--- config.mk ---
export PLATFORM = sky130hd
export DESIGN_NAME = pipeline_ctrl
export DESIGN_NICKNAME = d
export VERILOG_FILES = /design/src/rtl/pipeline_ctrl.sv
export SDC_FILE = /design/constraint.sdc
export NUM_CORES = 1
export LEC_CHECK = 0
export CELL_PAD_IN_SITES_DETAIL_PLACEMENT = 1
export CELL_PAD_IN_SITES_GLOBAL_PLACEMENT = 2
export CORE_ASPECT_RATIO = 1.5
export CORE_MARGIN = 8
export CORE_UTILIZATION = 30
export DETAILED_ROUTE_END_ITERATION = 6
export PLACE_DENSITY = 0.87
export SLEW_MARGIN = 25
export SYNTH_ARGS = -nofsm -noshare
export SYNTH_HDL_FRONTEND = slang
export SYNTH_SLANG_ARGS = --single-unit
--- constraint.sdc ---
create_clock -name clk -period 2.3 [get_ports clk]
set_input_delay 0.46 -clock clk [delete_from_list [all_inputs] [get_ports clk]]
set_output_delay 0.46 -clock clk [all_outputs]
set_load 0.05 [all_outputs]
--- src/rtl/pipeline_ctrl.sv ---
// Stall/flush sequencer for the five-stage pipeline: stage-register load/kill strobes,
// once-per-instruction cache handshakes and saturating performance counters.
module pipeline_ctrl (
    input  logic        clk,
    input  logic        reset,
    input  logic        imem_resp,
    input  logic        mem_valid,
    input  logic        mem_read,
    input  logic        mem_write,
    input  logic        dmem_resp,
    input  logic        load_use_hazard,
    input  logic        branch_taken,
    input  logic        perf_clear,
    output logic        imem_read,
    output logic        dmem_read,
    output logic        dmem_write,
    output logic        load_pc,
    output logic        pc_sel_target,
    output logic        load_if_id,
    output logic        load_id_ex,
    output logic        load_ex_mem,
    output logic        load_mem_wb,
    output logic        kill_if_id,
    output logic        kill_id_ex,
    output logic        kill_ex_mem,
    output logic [15:0] perf_istall,
    output logic [15:0] perf_dstall,
    output logic [15:0] perf_bubble,
    output logic [15:0] perf_flush
);

    logic        i_done_q, i_done_d;
    logic        d_done_q, d_done_d;
    logic [15:0] istall_cnt_d, dstall_cnt_d, bubble_cnt_d, flush_cnt_d;
    logic        mem_access, istall, dstall, stall, do_branch, do_bubble;

    function automatic logic [15:0] sat_inc(input logic [15:0] cnt, input logic inc);
        return (inc && cnt != 16'hFFFF) ? cnt + 16'd1 : cnt;
    endfunction

    always_ff @(posedge clk or posedge reset) begin
        if (reset) begin
            i_done_q    <= 1'b0;
            d_done_q    <= 1'b0;
            perf_istall <= 16'd0;
            perf_dstall <= 16'd0;
            perf_bubble <= 16'd0;
            perf_flush  <= 16'd0;
        end else begin
            i_done_q    <= i_done_d;
            d_done_q    <= d_done_d;
            perf_istall <= istall_cnt_d;
            perf_dstall <= dstall_cnt_d;
            perf_bubble <= bubble_cnt_d;
            perf_flush  <= flush_cnt_d;
        end
    end

    always_comb begin
        mem_access = mem_valid & (mem_read | mem_write);
        istall     = ~i_done_q & ~imem_resp;
        dstall     = mem_access & ~d_done_q & ~dmem_resp;
        stall      = istall | dstall;
        do_branch  = ~stall & branch_taken;
        do_bubble  = ~stall & ~branch_taken & load_use_hazard;

        // A bubble holds the PC, so the fetch already completed must be remembered.
        if (stall || do_bubble) begin
            i_done_d = i_done_q | imem_resp;
        end else begin
            i_done_d = 1'b0;
        end
        d_done_d = stall ? (d_done_q | (dmem_resp & mem_access)) : 1'b0;

        if (perf_clear) begin
            istall_cnt_d = 16'd0;
            dstall_cnt_d = 16'd0;
            bubble_cnt_d = 16'd0;
            flush_cnt_d  = 16'd0;
        end else begin
            istall_cnt_d = sat_inc(perf_istall, istall);
            dstall_cnt_d = sat_inc(perf_dstall, dstall);
            bubble_cnt_d = sat_inc(perf_bubble, do_bubble);
            flush_cnt_d  = sat_inc(perf_flush, do_branch);
        end
    end

    // Outputs are forced low while reset is held, regardless of inputs.
    always_comb begin
        imem_read     = ~reset & ~i_done_q;
        dmem_read     = ~reset & mem_valid & mem_read & ~d_done_q;
        dmem_write    = ~reset & mem_valid & mem_write & ~d_done_q;
        load_pc       = 1'b0;
        pc_sel_target = 1'b0;
        load_if_id    = 1'b0;
        load_id_ex    = 1'b0;
        load_ex_mem   = 1'b0;
        load_mem_wb   = 1'b0;
        kill_if_id    = 1'b0;
        kill_id_ex    = 1'b0;
        kill_ex_mem   = 1'b0;
        if (!reset && !stall) begin
            load_id_ex  = 1'b1;
            load_ex_mem = 1'b1;
            load_mem_wb = 1'b1;
            if (do_branch) begin
                load_pc       = 1'b1;
                pc_sel_target = 1'b1;
                load_if_id    = 1'b1;
                kill_if_id    = 1'b1;
                kill_id_ex    = 1'b1;
                kill_ex_mem   = 1'b1;
            end else if (do_bubble) begin
                kill_id_ex = 1'b1;
            end else begin
                load_pc    = 1'b1;
                load_if_id = 1'b1;
            end
        end
    end

endmodule

After elaboration in Yosys (flattened, before gate mapping)
Cells that the tools add are included.
W data, S select, Z words.
{"block": "op_classes", "add_sub_neg": 4, "eq_ne": 4, "muxes": 19, "bitwise": 25, "reduce_logical": 12}
{"operator": "$mux W16", "n": 8}
{"operator": "$add A16 B1 Y16 const B", "n": 4}
{"operator": "$ne A16 B16 Y1 const B", "n": 4}
{"operator": "$and A1 B1 Y1", "n": 14}
{"operator": "$mux W1", "n": 11}
{"operator": "$reduce_bool A2 Y1", "n": 4}
{"operator": "$not A1 Y1", "n": 7}
{"operator": "$logic_and A1 B1 Y1", "n": 5}
{"operator": "$or A1 B1 Y1", "n": 4}
{"operator": "$logic_not A1 Y1", "n": 2}
{"operator": "$logic_or A1 B1 Y1", "n": 1}
{"block": "totals", "regBits": 66, "inputBits": 10}

Logic depth before layout (Yosys ltp)
Gate-level depths: netlist (run 1).
{"block": "depth", "word_depth": 11, "ltp_mapped": 7, "depth_no_buf": 6}

Worst setup path after synthesis (run 1)
No wires, ideal clock.
{"block": "synth_path", "kind": "input to output", "from": "in imem_resp", "to": "out kill_if_id", "t_arrival_ps": 2521, "path_slack_ps": -681, "stages": 6, "cell_sequence": "or2_2 buf_2 o21ai_1 nor2_1 and2_1 buf_4"}
{"block": "synth_between", "elab_chain_len": 7, "word_cells_on_any_way": 9, "cone_classes": "mux (2); bitwise (5); reduce/logical (2)"}
{"element": "start, declared", "line": "6", "rtl": "input logic imem_resp,"}
{"element": "$not A1 Y1 (*)", "line": "61", "rtl": "istall = ~i_done_q & ~imem_resp;"}
{"element": "$and A1 B1 Y1 (*)", "line": "61"}
{"element": "$or A1 B1 Y1 (*)", "line": "63", "rtl": "stall = istall | dstall;"}
{"element": "$not A1 Y1", "line": "64", "rtl": "do_branch = ~stall & branch_taken;"}
{"element": "$and A1 B1 Y1", "line": "64"}
{"element": "$mux W1"}
{"element": "$mux W1 (*)"}
{"element": "end, declared", "line": "23", "rtl": "output logic kill_if_id,"}
Every way passes the cells marked *; elsewhere a longest branch is shown, timed or not.

Final worst setup path (run 1)
{"block": "layout_path", "from": "in mem_write", "to": "out kill_ex_mem"}
{"block": "layout_between", "elab_chain_len": 9, "word_cells_on_any_way": 11, "cone_classes": "mux (2); bitwise (7); reduce/logical (2)"}
{"element": "start, declared", "line": "9", "rtl": "input logic mem_write,"}
{"element": "$or A1 B1 Y1 (*)", "line": "60", "rtl": "mem_access = mem_valid & (mem_read | mem_write);"}
{"element": "$and A1 B1 Y1 (*)", "line": "60"}
{"element": "$and A1 B1 Y1 (*) (2 in a row)", "line": "62", "rtl": "dstall = mem_access & ~d_done_q & ~dmem_resp;"}
{"element": "$or A1 B1 Y1 (*)", "line": "63"}
{"element": "$not A1 Y1", "line": "64"}
{"element": "$and A1 B1 Y1", "line": "64"}
{"element": "$mux W1", "line": "106", "rtl": "if (do_branch) begin"}
{"element": "$mux W1 (*)", "line": "102", "rtl": "if (!reset && !stall) begin"}
{"element": "end, declared", "line": "25", "rtl": "output logic kill_ex_mem,"}
Marks and branches as above.

==> results summary, run 1 <==
The count of vias placed by the detailed router is 3521. The Yosys step of the flow raised 0 warnings. Clock skew on the completed layout was measured at 0.00900 ns. The per-instance average area after synthesis is approximately 9.4 sq um. For met1 alone, demand over resource in global routing was 15.6%. The final wirelength is 11700 microns.

The worst slew margin relative to its limit is 63.2%. The mean routed wirelength per cell came out at around 18 microns. The standard cell with the maximum stage delay on the critical path is clkdlybuf4s50_1. The violation count after the first detailed-routing iteration came out at 85. The maximum clock frequency came out at 448 MHz. The portion of the post-synthesis area used by sequential elements came out at 44.4%.

The H-tree level count came out at 3. The final clock period utilization by the worst path came out at 97.0%. IR analysis of the VDD net gives a maximum drop of approximately 340 uV.

Traced cell by cell, the critical path runs through clkdlybuf4s50_1 -> buf_4 -> nor2_2 -> o21ai_4 -> nor2_4 -> and2_4 -> buf_6. The path class of the tightest hold or removal check is input port to flip-flop. The number of flops mapped to enable cells by yosys is 0. The power density over cell area is 586 nW/um^2. CTS placed an instance of clkbuf_16 at the clock tree root. The transition time at the pin with the least slew margin came out at between 0.5 and 0.6 ns.

The number of different library cells in the post-synthesis netlist is between 50 and 60. The number of hold buffers added after CTS was 0. The net total in the final layout came out at 519.

The run finished with clean final reports. The cell area after technology mapping is ~3700 sq um. The number of top-level pins came out at 86. The global-route wire length before repair came out at 19700 microns.

The met2 track demand over resource in global routing came out at 27.6%. The congestion estimate from routability-driven global placement came to 0.812. The slack of the critical path is 0.0692 ns. The kind of cell with the highest combined delay along the critical path is buffers and inverters. The post-synthesis sequential element count came out at 66. The count of standard-cell rows is 50. The leakage power summed over all cells is around 2 nW. The smallest clock period supported by the final layout is computed as roughly 2.2 ns. The number of buffers on the longest clock path is 2. The first TritonRoute pass finished after 4 iterations.

The number of max-capacitance violations reported came out at 0. The count of nets left with antenna violations after detail routing came out at 0. In this run the critical register-to-register path is launched from d_done_q.

The global routing's busiest layer is met2. Once detailed placement completed, the half-perimeter wirelength came to approximately 8600 microns. The fill cell total of the finished layout came out at 1387. The worst setup timing slack at the placement stage is -0.240 ns. The highest fanout seen on the critical path is 4. The number of pins with negative max-slew slack in the final report was 0.

The maximum number of pins on one net before global-route repair is 35. The number of cells on the worst reg-to-reg path is 6. The largest single stage delay on the critical path is 0.44 ns. The number of hold-slack violations in the final timing report came to 0. The overall power is approximately 0.0031 W. From left edge to right edge, the die measures 107 microns. The total DRC errors in the routed layout is 0.

Counting both buffers and inverters, the worst setup path holds a total of 3. The initial antenna violation count came to 0. The count of final setup violators came out at 0.

The synthesized netlist net count came out at 410. The endpoint required time on the critical path is 1.84 ns. The category of the worst setup path launch point is an input port. The worst setup path is captured at an output port. The antenna cell count is 0. The TritonCTS buffer count is 9. Compared with the post-synthesis result, the final layout area differs by 43.8%. In the final layout, the share of cells above drive strength 1 is 16.9%. For this run, the leading register cell type out of synthesis is dfrtp_1. In this run the most critical hold path is launched from perf_clear. The initial core utilization is 30.2%. The core footprint came out at roughly 12000 sq um. The slack of the worst reg-to-reg path is 0.33 ns. Summing all placed instances gives a cell area of 4960 sq um.

Setup repair after global routing left no endpoint under its margin. Measured along the y axis, the die boundary spans 152 microns. The worst hold path cell count came out at 2.

Clock tree synthesis found a total of 66 sinks. The total congestion overflow after global routing is 0. The type of the setup path with the least slack is input port to output port. The clock transition time at the flip-flop clock pins of the worst setup and hold paths is 0.06 ns. Final hold analysis gives a worst-case slack of between 0.4 and 0.5 ns. TritonCTS built the clock tree.

The number of standard cells after synthesis came out at approximately 400. In the routed layout, each cell is associated on average with a via count of approximately 5.3. Counting flops with an async set or reset pin after synthesis yields a share of 100%. The final design instance area without fill came out at 5350 sq um. The terminating pin of the worst hold path is perf_flush[14]. The number of global-route vias before repair came to approximately 3800. For the worst-skew pair, the clock arrives at the later sink with an insertion delay of between 0.3 and 0.4 ns. For the worst setup path, the data arrival time is 1.77 ns.

The global-route track usage on met3 came out at 3.39%. The floorplan step defined a die boundary enclosing 16300 sq um. The global-route usage over all layers came out at 15.0%. The number of input and output port buffers inserted is 85. The end of the worst register-to-register path is perf_dstall[9].
[power breakdown]
group	internal [W]	switching, W
registers	0.00117	0.0000198
clock network	0.00106	0.000532
logic	0.000137	0.000218
total	0.00237	0.000769
[what timing repair did]
action | in CTS | in global routing
setup endpoints to repair | 9 | 0
buffers inserted | 1 | 0
gates resized for setup | 17 | 0
[placed cells by master, fill, tap and decap left out, drive strengths merged, types with 12 or more instances in the layout]
master         netlist  final
nand3               23     23
nand4               19     19
nor3                12     12
dfrtp               66     66
nor4                20     20
a21oi               13     13
clkdlybuf4s50        0     70
nand2               20     20
nor2                67     67
buf                  9     46
xnor2               45     45
[per-layer routing]
| metal | routed length (microns) | part of all wire [%] | vias up |
|---|---|---|---|
| li1 | - | - | 1645 |
| met5 | 0 | 0 | - |
| met3 | 497 | 4.2 | 11 |
| met4 | 164 | 1.4 | 0 |
| met2 | 6380 | 54 | 65 |
| met1 | 4670 | 40 | 1800 |
[cell families after synthesis]
logic type	synth area share, %
AOI/OAI and AO/OA	10.3
xor gates and xnor gates	11.1
adders and majority gates	1.34
buffers and inverters	3.53
DFF	44.4
muxes	1.11
and+or+nand+nor	28.3
[area by class of cell]
cell class | count | area (sq um) | area share (%)
Sequential cell | 66 | 1650 | 30.9
Inverter | 8 | 30.0 | 0.561
Tap cell | 156 | 195 | 3.65
Clock inverter | 7 | 118 | 2.20
Clock buffer | 9 | 225 | 4.21
Timing Repair Buffer | 118 | 1150 | 21.5
Multi-Input combinational cell | 302 | 1980 | 37.0
[synth_stat cells, types with 2 or more instances]
cell	n	share of area, %
o21ai_0	6	0.81
nand3_1	22	3.0
and4_1	6	1.4
buf_4	6	1.2
nor4bb_1	2	0.54
a31oi_1	5	0.84
a311oi_1	6	1.4
o31ai_1	2	0.40
and3_1	5	0.84
nor2_1	66	6.7
o21ai_1	2	0.27
mux2i_1	3	0.81
dfrtp_1	66	44
nand4_1	17	2.9
inv_1	8	0.81
clkbuf_1	11	1.1
a31o_2	2	0.47
xnor2_1	45	11
nand2b_1	3	0.50
and2_1	3	0.50
xor2_1	2	0.47
buf_2	3	0.40
a2111oi_2	2	0.81
or3_1	6	1.0
o21a_1	2	0.40
a2111oi_1	3	0.81
nor3_1	12	1.6
nor4_1	20	3.4
nand2_1	20	2.0
a21oi_1	13	1.7
ha_1	4	1.3
a211oi_1	2	0.40
[how the worst max path moves through the flow]
stage	end	start	cells past startpoint
CTS	kill_if_id	mem_write	7
detailed placement	pc_sel_target	mem_valid	6
global route	kill_ex_mem	mem_write	7
floorplan	kill_if_id	d_done_q	5
global placement	kill_if_id	mem_valid	6
finish	kill_ex_mem	mem_write	7
[state kept, by name, summed over array words and instances, names as in the netlist]
name and flops:
i_done_q 1, perf_flush 16, perf_dstall 16, perf_istall 16, perf_bubble 16, d_done_q 1
[per-stage QoR]
stage / util (%) / TNS, ns / instances
2_1_floorplan: - / -0.0121 / 396
3_3_place_gp: 40.2 / -2.67 / 649
3_5_place_dp: 40.2 / -4.09 / 649
4_1_cts: 43.4 / 0 / 666
5_1_grt: 43.4 / 0 / 666
6_report: 43.4 / 0 / 666
No activity file was read; power rests on OpenSTA's default activity.
==> inputs of run 2 (changes only) <==
--- a/config.mk
+++ b/config.mk
@@ -5,6 +5,7 @@
 export SDC_FILE = /design/constraint.sdc
 export NUM_CORES = 1
 export LEC_CHECK = 0
+export ABC_CLOCK_PERIOD_IN_PS = 2300
 export CELL_PAD_IN_SITES_DETAIL_PLACEMENT = 1
 export CELL_PAD_IN_SITES_GLOBAL_PLACEMENT = 2
 export CORE_ASPECT_RATIO = 1.5
==> results of run 2 <==
Final layout, timing and power as in run 1 (identical DEF).
==> inputs of run 3 (changes only) <==
--- a/config.mk
+++ b/config.mk
@@ -12,6 +12,7 @@
 export CORE_MARGIN = 8
 export CORE_UTILIZATION = 30
 export DETAILED_ROUTE_END_ITERATION = 6
+export GPL_TIMING_DRIVEN = 1
 export PLACE_DENSITY = 0.87
 export SLEW_MARGIN = 25
 export SYNTH_ARGS = -nofsm -noshare
==> results of run 3 <==
Final layout, timing and power as in run 1 (identical DEF).
